<file path="config.mk">
export PLATFORM = sky130hd
export DESIGN_NAME = dvp_timing_gen_flat
export DESIGN_NICKNAME = d
export VERILOG_FILES = /design/src/rtl/dvp_pkg.sv /design/src/rtl/dvp_timing_gen_if.sv /design/src/rtl/dvp_pattern_gen.sv /design/src/rtl/dvp_timing_gen.sv /design/src/flat_wrapper.sv
export SDC_FILE = /design/constraint.sdc
export NUM_CORES = 1
export LEC_CHECK = 0
export ABC_AREA = 1
export CAP_MARGIN = 20
export CELL_PAD_IN_SITES_DETAIL_PLACEMENT = 1
export CELL_PAD_IN_SITES_GLOBAL_PLACEMENT = 2
export CORE_ASPECT_RATIO = 1.1
export CORE_MARGIN = 5
export CORE_UTILIZATION = 32
export CTS_CLUSTER_SIZE = 10
export DETAILED_ROUTE_END_ITERATION = 10
export PLACE_DENSITY_LB_ADDON = 0.1
export SKIP_CTS_REPAIR_TIMING = 1
export SYNTH_ARGS = -nofsm -noshare
export SYNTH_HDL_FRONTEND = slang
export SYNTH_SLANG_ARGS = --single-unit
</file>
<file path="constraint.sdc">
create_clock -name px_clk -period 2.2 [get_ports px_clk]
set_clock_uncertainty 0.15 [all_clocks]
set_input_delay 0.22 -clock px_clk [delete_from_list [all_inputs] [get_ports px_clk]]
set_output_delay 0.22 -clock px_clk [all_outputs]
set_load 0.01 [all_outputs]
</file>
<file path="src/rtl/dvp_pkg.sv">
// rtl/dvp_pkg.sv - shared states, default timing and pattern constants for dvp_timing_gen
package dvp_pkg;

  typedef enum logic [2:0] {
    IDLE   = 3'd0,
    VSYNC  = 3'd1,
    VBACK  = 3'd2,
    ACTIVE = 3'd3,
    VFRONT = 3'd4
  } state_t;

  localparam int DEF_H_ACTIVE    = 640;
  localparam int DEF_H_BLANK     = 160;
  localparam int DEF_V_ACTIVE    = 480;
  localparam int DEF_VSYNC_LINES = 4;
  localparam int DEF_V_BACK      = 16;
  localparam int DEF_V_FRONT     = 8;

  localparam logic [7:0] BAR_STEP = 8'h20;

endpackage

</file>
<file path="src/rtl/dvp_timing_gen_if.sv">
// rtl/dvp_timing_gen_if.sv - DVP sensor-side video bus (vsync, href, pixel byte)
interface dvp_timing_gen_if;
  logic       vsync;
  logic       href;
  logic [7:0] data;

  modport master (output vsync, output href, output data);
  modport slave  (input  vsync, input  href, input  data);
endinterface

</file>
<file path="src/rtl/dvp_pattern_gen.sv">
// rtl/dvp_pattern_gen.sv - registered test-pattern byte from pixel position
// Colour bars only exist when DVP_COLORBAR_EN is defined; otherwise gradient only.
module dvp_pattern_gen
  import dvp_pkg::*;
#(
  parameter int H_ACTIVE = DEF_H_ACTIVE,
  parameter int XW       = 10
) (
  input  logic          px_clk,
  input  logic          rst_n,
  input  logic [XW-1:0] x,
  input  logic [7:0]    y,
  input  logic          pattern_sel,
  input  logic          en,
  output logic [7:0]    data
);

  logic [7:0] pix;
  logic [7:0] x8;

  assign x8 = 8'(x);

`ifdef DVP_COLORBAR_EN
  localparam logic [XW-1:0] BAR_W = XW'(H_ACTIVE / 8);
  logic [7:0] bar;
  assign bar = 8'(x / BAR_W);
`else
  logic unused_cfg;
  assign unused_cfg = ^{x, pattern_sel};
`endif

  always_comb begin
    pix = x8 + y;
`ifdef DVP_COLORBAR_EN
    if (pattern_sel) pix = bar * BAR_STEP;
`endif
  end

  always_ff @(posedge px_clk or negedge rst_n) begin
    if (!rst_n) data <= '0;
    else        data <= en ? pix : 8'h00;
  end

endmodule

</file>
<file path="src/rtl/dvp_timing_gen.sv">
// rtl/dvp_timing_gen.sv - DVP frame timing generator emitting N test-pattern frames per start
// Optional colour-bar pattern enabled by DVP_COLORBAR_EN.
module dvp_timing_gen
  import dvp_pkg::*;
#(
  parameter int H_ACTIVE    = DEF_H_ACTIVE,
  parameter int H_BLANK     = DEF_H_BLANK,
  parameter int V_ACTIVE    = DEF_V_ACTIVE,
  parameter int VSYNC_LINES = DEF_VSYNC_LINES,
  parameter int V_BACK      = DEF_V_BACK,
  parameter int V_FRONT     = DEF_V_FRONT
) (
  input  logic                   px_clk,
  input  logic                   rst_n,
  input  logic                   start,
  input  logic [7:0]             num_frames,
  input  logic                   stop_req,
  input  logic                   pattern_sel,
  dvp_timing_gen_if.master       dvp,
  output logic                   busy,
  output logic                   frame_done,
  output logic [7:0]             frame_cnt
);

  localparam int LINE   = H_ACTIVE + H_BLANK;
  localparam int V_MAX1 = (V_ACTIVE > VSYNC_LINES ? V_ACTIVE : VSYNC_LINES);
  localparam int V_MAX2 = (V_BACK > V_FRONT ? V_BACK : V_FRONT);
  localparam int V_MAX  = (V_MAX1 > V_MAX2 ? V_MAX1 : V_MAX2);
  localparam int XW     = $clog2(LINE);
  localparam int YW     = $clog2(V_MAX + 1);

  localparam logic [XW-1:0] X_LAST = XW'(LINE - 1);
  localparam logic [XW-1:0] X_ACT  = XW'(H_ACTIVE);

  state_t        state_q, next_state;
  logic [XW-1:0] x_q;
  logic [YW-1:0] y_q;
  logic [YW-1:0] lines_last;
  logic [7:0]    frames_left_q;
  logic          sel_q;
  logic          line_end, state_end, frame_end, href_en;
  logic          vsync_q, href_q;
  logic [7:0]    data_w;

  assign line_end  = (x_q == X_LAST);
  assign state_end = line_end && (y_q == lines_last) && (state_q != IDLE);
  assign frame_end = state_end && (state_q == VFRONT);
  assign href_en   = (state_q == ACTIVE) && (x_q < X_ACT);

  always_comb begin
    lines_last = '0;
    next_state = state_q;
    case (state_q)
      VSYNC:   lines_last = YW'(VSYNC_LINES - 1);
      VBACK:   lines_last = YW'(V_BACK - 1);
      ACTIVE:  lines_last = YW'(V_ACTIVE - 1);
      VFRONT:  lines_last = YW'(V_FRONT - 1);
      default: lines_last = '0;
    endcase
    case (state_q)
      IDLE:    if (start)     next_state = VSYNC;
      VSYNC:   if (state_end) next_state = VBACK;
      VBACK:   if (state_end) next_state = ACTIVE;
      ACTIVE:  if (state_end) next_state = VFRONT;
      // frames_left of 0 means continuous, so only an explicit count can reach 1
      VFRONT:  if (state_end) next_state = (stop_req || frames_left_q == 8'd1) ? IDLE : VSYNC;
      default: next_state = IDLE;
    endcase
  end

  always_ff @(posedge px_clk or negedge rst_n) begin
    if (!rst_n) begin
      state_q       <= IDLE;
      x_q           <= '0;
      y_q           <= '0;
      frames_left_q <= '0;
      sel_q         <= 1'b0;
      frame_cnt     <= '0;
      vsync_q       <= 1'b0;
      href_q        <= 1'b0;
      busy          <= 1'b0;
      frame_done    <= 1'b0;
    end else begin
      state_q <= next_state;
      if (state_q == IDLE) begin
        x_q <= '0;
        y_q <= '0;
        if (start) begin
          frames_left_q <= num_frames;
          sel_q         <= pattern_sel;
          frame_cnt     <= '0;
        end
      end else begin
        x_q <= line_end ? '0 : x_q + 1'b1;
        if (state_end)     y_q <= '0;
        else if (line_end) y_q <= y_q + 1'b1;
        if (frame_end) begin
          frame_cnt <= frame_cnt + 8'd1;
          if (frames_left_q != 8'd0) frames_left_q <= frames_left_q - 8'd1;
        end
      end
      vsync_q    <= (state_q == VSYNC);
      href_q     <= href_en;
      busy       <= (state_q != IDLE);
      frame_done <= frame_end;
    end
  end

  dvp_pattern_gen #(
    .H_ACTIVE (H_ACTIVE),
    .XW       (XW)
  ) u_pattern (
    .px_clk      (px_clk),
    .rst_n       (rst_n),
    .x           (x_q),
    .y           (8'(y_q)),
    .pattern_sel (sel_q),
    .en          (href_en),
    .data        (data_w)
  );

  assign dvp.vsync = vsync_q;
  assign dvp.href  = href_q;
  assign dvp.data  = data_w;

endmodule

</file>
<file path="src/flat_wrapper.sv">
// flat-port wrapper written by rule: the top's interface ports become plain ports
module dvp_timing_gen_flat import dvp_pkg::*;
#(
  parameter int H_ACTIVE    = DEF_H_ACTIVE,
  parameter int H_BLANK     = DEF_H_BLANK,
  parameter int V_ACTIVE    = DEF_V_ACTIVE,
  parameter int VSYNC_LINES = DEF_VSYNC_LINES,
  parameter int V_BACK      = DEF_V_BACK,
  parameter int V_FRONT     = DEF_V_FRONT
)
  (px_clk, rst_n, start, num_frames, stop_req, pattern_sel, busy, frame_done, frame_cnt, dvp_vsync, dvp_href, dvp_data);
  dvp_timing_gen_if dvp_i ();
  input  logic px_clk;
  input  logic rst_n;
  input  logic start;
  input  logic [7:0] num_frames;
  input  logic stop_req;
  input  logic pattern_sel;
  output logic busy;
  output logic frame_done;
  output logic [7:0] frame_cnt;
  output wire logic [$bits(dvp_i.vsync)-1:0] dvp_vsync;
  output wire logic [$bits(dvp_i.href)-1:0] dvp_href;
  output wire logic [$bits(dvp_i.data)-1:0] dvp_data;
  assign dvp_vsync = dvp_i.vsync;
  assign dvp_href = dvp_i.href;
  assign dvp_data = dvp_i.data;
  dvp_timing_gen #(.H_ACTIVE(H_ACTIVE), .H_BLANK(H_BLANK), .V_ACTIVE(V_ACTIVE), .VSYNC_LINES(VSYNC_LINES), .V_BACK(V_BACK), .V_FRONT(V_FRONT)) u_core (.px_clk(px_clk), .rst_n(rst_n), .start(start), .num_frames(num_frames), .stop_req(stop_req), .pattern_sel(pattern_sel), .dvp(dvp_i), .busy(busy), .frame_done(frame_done), .frame_cnt(frame_cnt));
endmodule
</file>
Word-level counts from Yosys, hierarchy flattened
Index checks and enable logic that the tools add are counted.
- flip-flop bits (word level): 50
- input port bits: 13
- output and inout bits: 20
- logic and storage cells: 63
- add/subtract/negate cells: 5
- magnitude comparators: 1
- equal/unequal tests: 12
- muxes and demuxes: 21
- reduce and logical (&&, ||, !) cells: 14
- operator list (operator ; count):
    two-way mux 8 bit ; 8
    case mux 9 bit (4 select lines) ; 1
    two-way mux 9 bit ; 3
    two-way mux 10 bit ; 2
    two-way mux 3 bit ; 5
    case mux 3 bit (5 select lines) ; 1
    adder 10 x 1 -> 10 bit, second input constant ; 1
    equality test 10 bit, second input constant ; 1
    < comparator 10 bit, second input constant ; 1
    adder 9 x 1 -> 9 bit, second input constant ; 1
    equality test 9 bit ; 1
    adder 8 x 1 -> 8 bit, second input constant ; 1
    adder 8 bit ; 1
    equality test 8 x 1 -> 1 bit, second input constant ; 1
    inequality test 2 x 1 -> 1 bit, second input constant ; 4
    nonzero test 8 bit ; 1
    subtractor 8 x 1 -> 8 bit, second input constant ; 1
    equality test 3 x 2 -> 1 bit, second input constant ; 2
    nonzero test 3 bit ; 2
    AND reduction 5 bit ; 1
    logical AND 1 bit ; 4
    nonzero test 2 bit ; 2
    equality test 3 x 1 -> 1 bit, second input constant ; 1
    equality test 3 bit, second input constant ; 1
    6 further kinds ; 6

Longest topological paths before layout
Gate-level depths: netlist of run 1.
- depth in word-level cells: 8
- mapped depth: 14
- depth with buffers taken out: 13

Cells and area by module
From an unflattened synthesis of run 1, not the netlist that was laid out.
- cell total of the unflattened synthesis: 404
- area total of the unflattened synthesis: 3012.9 sq um
- by module, submodules not included (module ; times used ; cells each ; area an instance (sq um) ; seq. area each (sq um)):
    dvp_timing_gen ; 1 ; 335 ; 2469.9 ; 1076.0
    dvp_pattern_gen ; 1 ; 69 ; 543.0 ; 200.2

Least setup slack after synthesis of run 1
OpenSTA, ideal clock, no wires.
- path kind: reg-to-reg
- start: register u_core.y_q[0]
- end: register u_core.u_pattern.data[6]
- setup time: 118 ps
- arrival time: 1610 ps
- required time: 1932 ps
- path slack: 321 ps
- stages on the path, launching flop included: 10
- buffers on the path: 0
- period minus slack after synthesis: 1879 ps
- path through: dfrtp_1 ha_1 fa_1 nand3_1 nand3_1 nand2_1 nand2_1 a21oi_1 xor2_1 nor2_1
- cells in the longest elaborated chain, start to end: 2
- ends and longest elaborated chain (element ; line ; text):
    start, declared ; dvp_timing_gen.sv:37 ; logic [YW-1:0] y_q;
    start signal, assigned ; dvp_timing_gen.sv:96 ; else if (line_end) y_q <= y_q + 1'b1;
    adder 8 bit ; dvp_pattern_gen.sv:33 ; pix = x8 + y;
    two-way mux 8 bit ; dvp_pattern_gen.sv:41 ; else data <= en ? pix : 8'h00;
    end signal, assigned ; dvp_pattern_gen.sv:41 ;
    end, declared ; dvp_pattern_gen.sv:15 ; output logic [7:0] data
Every way passes these cells.
A chain may end at the register's enable or synchronous reset.

Final worst setup path of run 1
- start: register u_core.x_q[0]
- end: register u_core.u_pattern.data[6]
- cells in the longest elaborated chain, start to end: 3
- elaborated cells between the ends (all ways): 4
- classes of those cells: 1 x add/sub; 1 x order compare; 1 x mux; 1 x reduce/logical
- ends and longest elaborated chain (element ; line ; text):
    start, declared ; dvp_timing_gen.sv:36 ; logic [XW-1:0] x_q;
    start signal, assigned ; dvp_timing_gen.sv:94 ; x_q <= line_end ? '0 : x_q + 1'b1;
    < comparator 10 bit ; dvp_timing_gen.sv:48 ; assign href_en = (state_q == ACTIVE) && (x_q < X_ACT);
    logical AND 1 bit ; dvp_timing_gen.sv:48 ;
    two-way mux 8 bit (*) ; dvp_pattern_gen.sv:41 ;
Mark *: on every way between the ends. The rest lies on a longest branch, timed or not.

==> run summary, run 1 <==
- **biggest cell delay along the critical path** 0.43 ns
- **floorplan die height** 109 um
- **layout filler cell count** 1,087
- **CTS Root Buffer Type** sky130_fd_sc_hd__clkbuf_8
- **via count of the first global-routing pass** 2,604
- **maximum count of clock buffers along a single path** 2
- **complex-gate fraction of the synthesized area** 0.0766
- **setup repair after global routing missed its margin** no
- **count of synthesis-stage warnings from yosys** 0
- **fraction of layout instances using a drive strength above 1** 0.0951
- **internal power** 1.31 mW
- **Cell Pwr Density** 467 nW/um^2
- **clk sinks** 50
- **Worst Path Buf+Inv** 0
- **Levels on crit path** 9
- **synthesized netlist net count** 405
- **largest family of logic cells by synthesized area** simple AND/OR/NAND/NOR gates
- **result of the run** complete, no violations
- **post-synthesis register bit count** 50
- **cell area after synthesis** 2860 um^2
- **Total Routing Usage GR** 0.149
- **count of distinct cell types in the synthesized netlist** 29
- **post-detailed-routing wire length** 7.46 mm
- **Cells on Worst Hold Path** 2
- **clock input transition at the sequential cells of the worst setup and hold paths** 0.10 ns
- **diode count** 0
- **number of placement rows** 36
- **fin util** 0.408
- **slew at the pin closest to its max-slew limit** 0.684 ns
- **switching component of the power** 363 uW
- **first-pass detailed-route iteration total** 4
- **endpoint type of the worst setup path** flip-flop
- **dpl ws** 0.0916 ns
- **share of the synthesized area in the top cell type** 0.438
- **initial antenna violation count** 0
- **number of routed nets with antenna violations** 0
- **portion of total power attributed to combinational logic** 0.026
- **Syn-to-layout area delta** 25.5%
- **share of synthesized flip-flops with an asynchronous set or reset** 1.00
- **worst-case reg-to-reg path depth** 9
- **Via-to-Cell Ratio** 4.72
- **switching power as a share of total power** 0.216
- **CP startpoint kind** flip-flop
- **maximum clock rate** 0.492 GHz
- **maximum fanout along the worst path** 4
- **Maximum Capacitance Violations** 0
- **Leak** 1.82 nW
- **Crit-path slowest cell** sky130_fd_sc_hd__dfrtp_1
- **detailed-route wire length per cell** 13.7 um
- **setup total negative slack** 0 ns
- **portion of netlist area occupied by mux cells** 0
- **DRC violations left** 0
- **Placer Congestion** 0.763
- **data arrival time of the critical path** 2.10 ns
- **initial detailed-routing violation count** 77
- **number of setup violations in the final report** 0
- **TritonCTS clock tree** yes
- **TritonCTS buffer count** 5
- **number of max-slew violations in the final report** 0
- **total power** 1.68 mW
- **number of flops mapped to enable cells by yosys** 0
- **most common flop cell mapped by yosys** sky130_fd_sc_hd__dfrtp_1
- **number of port buffers** 31
- **worst hold path class** flip-flop to flip-flop
- **Max H-tree Level** 2
- **share of the yosys chip area belonging to registers** 0.438
- **final hold violation count** 0
- **Post-Route Hold Slack** 0.338 ns
- **simple logic cell fraction of the synthesized area** 0.307
- **maximum number of pins on one net before global-route repair** 51
- **fin nets** 456
- **Initial Utilization** 0.325
- **Skew-Pair Late Insertion Delay** 0.31 ns
- **min Tclk post-route** 2.03 ns
- **wire length of the first global-routing pass** 13.0 mm
- **gate count after technology mapping** 379
- **gate family responsible for the most delay along the worst path** adder cells
- **CP Class** flip-flop to flip-flop
- **proportion of power drawn by the clock network** 0.425
- **setup slack after layout** 0.166 ns
- **Adder-Cell Fraction of Synth Area** 0.0595
- **cell with the most instances after synthesis** sky130_fd_sc_hd__nand2_1
- **floorplan core area** 8780 um^2
- **Max rail drop VDD** 0.000225 V
- **setup slack of the most critical reg-to-reg path** 0.17 ns
- **global route total overflow** 0
- **Tcrit/Tclk final** 0.925
- **Synth Area in XOR/XNOR** 0.0490
- **leading area contributor after synthesis** sky130_fd_sc_hd__dfrtp_1
- **sum of net half-perimeters after detailed placement** 5.54 mm
- **relative slew slack** 0.544
- **Sequential Power Share** 0.549
- **leading post-synthesis cells by cell area** sky130_fd_sc_hd__dfrtp_1 (44%), sky130_fd_sc_hd__nand2_1 (14%), sky130_fd_sc_hd__nand3_1 (5.8%), sky130_fd_sc_hd__nor2_1 (5.8%), sky130_fd_sc_hd__inv_1 (5.6%)
- **Total Die Area** 10,900 um^2
- **vias after detailed routing** 2,574
- **most numerous cell types in the synthesized netlist** sky130_fd_sc_hd__nand2_1 (107), sky130_fd_sc_hd__dfrtp_1 (50), sky130_fd_sc_hd__nor2_1 (44)
- **average size of a mapped cell** 7.54 um^2
- **horizontal extent of the die** 100 um
- **CP cell instances** ha_1 -> fa_1 -> nand3_1 -> nand3_1 -> nand2_1 -> nand2_1 -> a21oi_1 -> xor2_1 -> nor2_1
- **data required time of the critical path** 2.26 ns
- **I/O pins** 33
flip-flops by register name (all words and copies together), names as in the netlist:
register,cells
u_core.x_q,10
u_core.y_q,9
u_core.frame_cnt,8
u_core.frames_left_q,8
u_core.u_pattern.data,8
u_core.state_q,3
u_core.busy,1
u_core.dvp.href,1
u_core.dvp.vsync,1
u_core.frame_done,1
power by group through the flow:
stage / sequential, mW / combinational [mW] / clock [mW]
3_3_place_gp: 0.939 / 0.0439 / 0
4_1_cts: 0.921 / 0.0450 / 0.752
6_report: 0.921 / 0.0435 / 0.713
3_5_place_dp: 0.939 / 0.0448 / 0
2_1_floorplan: 0.938 / 0.00302 / 0
5_1_grt: 0.921 / 0.0506 / 0.789
worst reg2reg max path, delay by kind of cell, from the launching register on:
kind                       cells  cell delay [ns]
and+or+nand+nor                5             0.39
adders and majority gates      2             0.65
AOI/OAI and AO/OA              1             0.15
xor gates and xnor gates       1             0.16
DFF                            1             0.43
cell families after synthesis:
group | count (synthesis)
compound gates | 42
xor+xnor | 16
fa+ha+maj | 13
buf+inv | 50
flops | 50
simple gates | 208
cell type report:
type                    instances  area, um^2  share of cell area
flip-flops and latches         50        1250               0.349
multi-input cells             279        1430               0.399
inverters                      45         169              0.0471
repair buffers                 49         473               0.132
clock buffers                   6        82.6              0.0230
well taps                     114         143              0.0398
clock inverters                 2        38.8              0.0108
routing by layer:
layer / vias to the layer above / track usage / part of all wire
li1: 1316 / - / -
met1: 1220 / 0.194 / 0.46
met2: 32 / 0.255 / 0.50
met3: 6 / 0.0269 / 0.029
met4: 0 / 0.0375 / 0.012
met5: - / 0 / 0
per-stage QoR:
step / area [um^2] / cells
3_3_place_gp: 3400 / 534
6_report: 3590 / 545
2_1_floorplan: 2860 / 379
4_1_cts: 3520 / 542
3_5_place_dp: 3400 / 534
5_1_grt: 3590 / 545
placed cells by master, fill, tap and decap left out:
cell,n
sky130_fd_sc_hd__bufinv_16,1
sky130_fd_sc_hd__dlygate4sd3_1,1
sky130_fd_sc_hd__or2_2,2
sky130_fd_sc_hd__ha_1,11
sky130_fd_sc_hd__o21ai_0,18
sky130_fd_sc_hd__clkbuf_8,6
sky130_fd_sc_hd__nand4_1,5
sky130_fd_sc_hd__nor3_1,10
sky130_fd_sc_hd__nand2_4,2
sky130_fd_sc_hd__xor2_1,14
sky130_fd_sc_hd__o22ai_1,1
sky130_fd_sc_hd__nand3_2,2
sky130_fd_sc_hd__nand3_1,32
sky130_fd_sc_hd__inv_1,43
sky130_fd_sc_hd__buf_12,1
sky130_fd_sc_hd__o21a_1,1
sky130_fd_sc_hd__o211ai_1,1
sky130_fd_sc_hd__a21oi_1,19
sky130_fd_sc_hd__buf_4,15
sky130_fd_sc_hd__clkdlybuf4s50_1,30
sky130_fd_sc_hd__nor2_2,2
sky130_fd_sc_hd__and3_1,2
sky130_fd_sc_hd__nand2_2,4
sky130_fd_sc_hd__xnor2_1,2
sky130_fd_sc_hd__dfrtp_1,50
sky130_fd_sc_hd__inv_6,1
sky130_fd_sc_hd__a31oi_1,2
sky130_fd_sc_hd__nor2_1,43
sky130_fd_sc_hd__inv_2,2
sky130_fd_sc_hd__fa_1,1
sky130_fd_sc_hd__ha_2,1
sky130_fd_sc_hd__buf_2,1
sky130_fd_sc_hd__nand2_1,104
sky130_fd_sc_hd__clkbuf_16,1
path summary, 6_finish.rpt:
kind / from / end
min in group asynchronous: rst_n / u_core.dvp.href$_DFF_PN0_
worst min-delay path: u_core.frames_left_q[5]$_DFFE_PN0P_ / u_core.frames_left_q[5]$_DFFE_PN0P_
worst min register to register: u_core.frames_left_q[5]$_DFFE_PN0P_ / u_core.frames_left_q[5]$_DFFE_PN0P_
worst max-delay path: u_core.x_q[0]$_DFF_PN0_ / u_core.u_pattern.data[6]$_DFF_PN0_
max in group asynchronous: rst_n / u_core.frames_left_q[0]$_DFFE_PN0P_
worst max register to register: u_core.x_q[0]$_DFF_PN0_ / u_core.u_pattern.data[6]$_DFF_PN0_
Power figures use the tool's default switching activity.
==> run 2: changes to the inputs <==
--- a/config.mk
+++ b/config.mk
@@ -9,11 +9,11 @@
 export CAP_MARGIN = 20
 export CELL_PAD_IN_SITES_DETAIL_PLACEMENT = 1
 export CELL_PAD_IN_SITES_GLOBAL_PLACEMENT = 2
-export CORE_ASPECT_RATIO = 1.1
 export CORE_MARGIN = 5
-export CORE_UTILIZATION = 32
+export CORE_UTILIZATION = 37
 export CTS_CLUSTER_SIZE = 10
 export DETAILED_ROUTE_END_ITERATION = 10
+export DONT_BUFFER_PORTS = 1
 export PLACE_DENSITY_LB_ADDON = 0.1
 export SKIP_CTS_REPAIR_TIMING = 1
 export SYNTH_ARGS = -nofsm -noshare
==> run 2 against run 1 <==
  * Critical path depth increased by 2
  * Final area decreased by 10%
  * Non-clock buffer count decreased by 34
  * Combinational power decreased by 33%
==> run summary, run 2 (synthesis results as in run 1) <==
- **result of the run** complete, no violations
- **final hold violation count** 0, unchanged
- **Via-to-Cell Ratio** 4.88, +3.3%
- **sum of net half-perimeters after detailed placement** 5.23 mm, -5.6%
- **Cell Pwr Density** 492 nW/um^2, +5.2%
- **relative slew slack** 0.735, +0.191
- **number of flip-flops in the largest register** 10, unchanged
- **CP startpoint kind** flip-flop
- **via count of the first global-routing pass** 2,533, -2.7%
- **endpoint of the worst hold-timing path** u_core.frames_left_q[4]$_DFFE_PN0P_
- **CP Class** flip-flop to flip-flop
- **maximum clock rate** 0.496 GHz, +0.80%
- **maximum fanout along the worst path** 20, +16
- **DRC violations left** 0, unchanged
- **first-pass detailed-route iteration total** 4, unchanged
- **filler-free cell count of the finished design** 499, -8.4%
- **Max H-tree Level** 2, unchanged
- **setup slack after layout** 0.182 ns, +0.0162 ns
- **detailed-route wire length per cell** 14.2 um, +3.5%
- **gate family responsible for the most delay along the worst path** simple AND/OR/NAND/NOR gates
- **I/O pins** 33, unchanged
- **number of placed instances with taps included** 488, -8.6%
- **clk sinks** 50, unchanged
- **Placer Congestion** 0.786, +2.9%
- **post-detailed-routing wire length** 7.07 mm, -5.2%
- **Tcrit/Tclk final** 0.917, -0.00736
- **maximum count of clock buffers along a single path** 2, unchanged
- **number of placement rows** 32, -11%
- **number of max-slew violations in the final report** 0, unchanged
- **dpl cell area** 3060 um^2, -10%
- **Worst Path Buf+Inv** 1, +1
- **Initial Utilization** 0.376, +0.0503
- **horizontal extent of the die** 97.9 um, -2.2%
- **CTS Root Buffer Type** sky130_fd_sc_hd__clkbuf_8
- **Crit path top cell by count** sky130_fd_sc_hd__nand2_1
- **Leak** 1.69 nW, -7.3%
- **CP cell instances** ha_2 -> nand4_1 -> nor2_2 -> nand3_2 -> nor2_2 -> nand3_2 -> nand2_1 -> buf_12 -> nand2_4 -> nand2_1 -> nand2_1
- **data required time of the critical path** 2.25 ns, about the same
- **vias after detailed routing** 2,434, -5.4%
- **wire length of the first global-routing pass** 12.2 mm, -5.8%
- **dpl ws** 0.0787 ns, -0.0129 ns
- **worst hold path class** primary input to flip-flop
- **floorplan core area** 7610 um^2, -13%
- **leading cell type in the layout, fill and taps excluded** sky130_fd_sc_hd__nand2_1
- **number of setup violations in the final report** 0, unchanged
- **endpoint of the lowest-slack register-to-register path** u_core.frames_left_q[2]$_DFFE_PN0P_
- **Largest regs** u_core.x_q: 10 flops, u_core.y_q: 9 flops
- **fraction of layout instances using a drive strength above 1** 0.0957, +0.000590
- **Top reg by flops** u_core.x_q
- **commonest cells after routing, fill and taps aside** sky130_fd_sc_hd__nand2_1 (105), sky130_fd_sc_hd__dfrtp_1 (49), sky130_fd_sc_hd__nor2_1 (43)
- **post-route cell area** 3230 um^2, -10%
- **setup slack of the most critical reg-to-reg path** 0.18 ns, +0.02 ns
- **Max rail drop VDD** 0.000250 V, +11%
- **TritonCTS buffer count** 5, unchanged
- **endpoint type of the worst setup path** flip-flop
- **global route total overflow** 0, unchanged
- **Skew-Pair Late Insertion Delay** 0.30 ns, about the same
- **biggest cell delay along the critical path** 0.39 ns, -0.04 ns
- **Syn-to-layout area delta** 13.0%
- **diode count** 0, unchanged
- **number of port buffers** 0, -100%
- **TritonCTS clock tree** yes
- **Maximum Capacitance Violations** 0, unchanged
- **Total Die Area** 9590 um^2, -12%
- **Total Routing Usage GR** 0.155, +0.00619
- **data arrival time of the critical path** 2.07 ns, -0.03 ns
- **total power** 1.59 mW, -5.3%
- **maximum number of pins on one net before global-route repair** 51, unchanged
- **number of routed nets with antenna violations** 0, unchanged
- **initial detailed-routing violation count** 50, -35%
- **initial antenna violation count** 0, unchanged
- **fin nets** 422, -7.5%
- **Levels on crit path** 11, +2
- **launch point of the worst hold path** num_frames[4]
- **Worst R2R Start** u_core.x_q[0]$_DFF_PN0_
- **Post-Route Hold Slack** 0.000379 ns, -0.338 ns
- **slew at the pin closest to its max-slew limit** 0.396 ns, -0.288 ns
- **worst-case reg-to-reg path depth** 11, +2
- **floorplan die height** 97.9 um, -10%
- **clock input transition at the sequential cells of the worst setup and hold paths** 0.09 ns, about the same
- **Cells on Worst Hold Path** 4, +2
- **Crit-path slowest cell** sky130_fd_sc_hd__dfrtp_1
- **min Tclk post-route** 2.02 ns, -0.0162 ns
## run 2: worst max-delay path by stage
stage                                         start                                   to  slack, ns
after floorplan           u_core.y_q[0]$_DFFE_PN0P_   u_core.u_pattern.data[6]$_DFF_PN0_       0.32
after global placement      u_core.x_q[0]$_DFF_PN0_  u_core.frames_left_q[1]$_DFFE_PN0P_       0.14
after detailed placement    u_core.x_q[0]$_DFF_PN0_  u_core.frames_left_q[2]$_DFFE_PN0P_       0.08
after CTS                   u_core.x_q[0]$_DFF_PN0_  u_core.frames_left_q[2]$_DFFE_PN0P_      -0.02
after global routing        u_core.x_q[0]$_DFF_PN0_  u_core.frames_left_q[2]$_DFFE_PN0P_     -0.007
final                       u_core.x_q[0]$_DFF_PN0_  u_core.frames_left_q[2]$_DFFE_PN0P_       0.18
## run 2: report_power, final
| part | switching, mW | internal [mW] | leakage (nW) |
|---|---|---|---|
| clock network | 0.319 | 0.319 | 0.0575 |
| registers | 0.00130 | 0.919 | 0.628 |
| logic | 0.0211 | 0.00810 | 1.00 |
## run 2: worst register-to-register path: stages (launching register included)
cell and delay [ns]:
sky130_fd_sc_hd__dfrtp_1 0.39, sky130_fd_sc_hd__ha_2 0.21, sky130_fd_sc_hd__nand4_1 0.14, sky130_fd_sc_hd__nor2_2 0.21
sky130_fd_sc_hd__nand3_2 0.10, sky130_fd_sc_hd__nor2_2 0.12, sky130_fd_sc_hd__nand3_2 0.09, sky130_fd_sc_hd__nand2_1 0.11
sky130_fd_sc_hd__buf_12 0.16, sky130_fd_sc_hd__nand2_4 0.10, sky130_fd_sc_hd__nand2_1 0.07, sky130_fd_sc_hd__nand2_1 0.05
## run 2: per-layer routing
metal	wire (um)	part of all wire	vias to the layer above	global-route usage
li1	-	-	1240	-
met1	3340	0.47	1164	0.200
met2	3460	0.49	25	0.267
met3	219	0.031	5	0.0329
met4	59	0.0083	0	0.0351
met5	0	0	-	0
## run 2: per-stage QoR
| stage | TNS [ns] | util |
|---|---|---|
| after floorplan | 0 | - |
| after global placement | 0 | 0.402 |
| after detailed placement | 0 | 0.402 |
| after CTS | -0.0770 | 0.416 |
| after global routing | -0.0130 | 0.425 |
| final | 0 | 0.425 |
## run 2: final cells by class
class                      count  area [um^2]
timing repair buffer          15          148
clock buffer                   8          110
tap                          102          128
inverter                      45          169
fill                         948         4380
multi-input combinational    279         1420
sequential                    50         1250
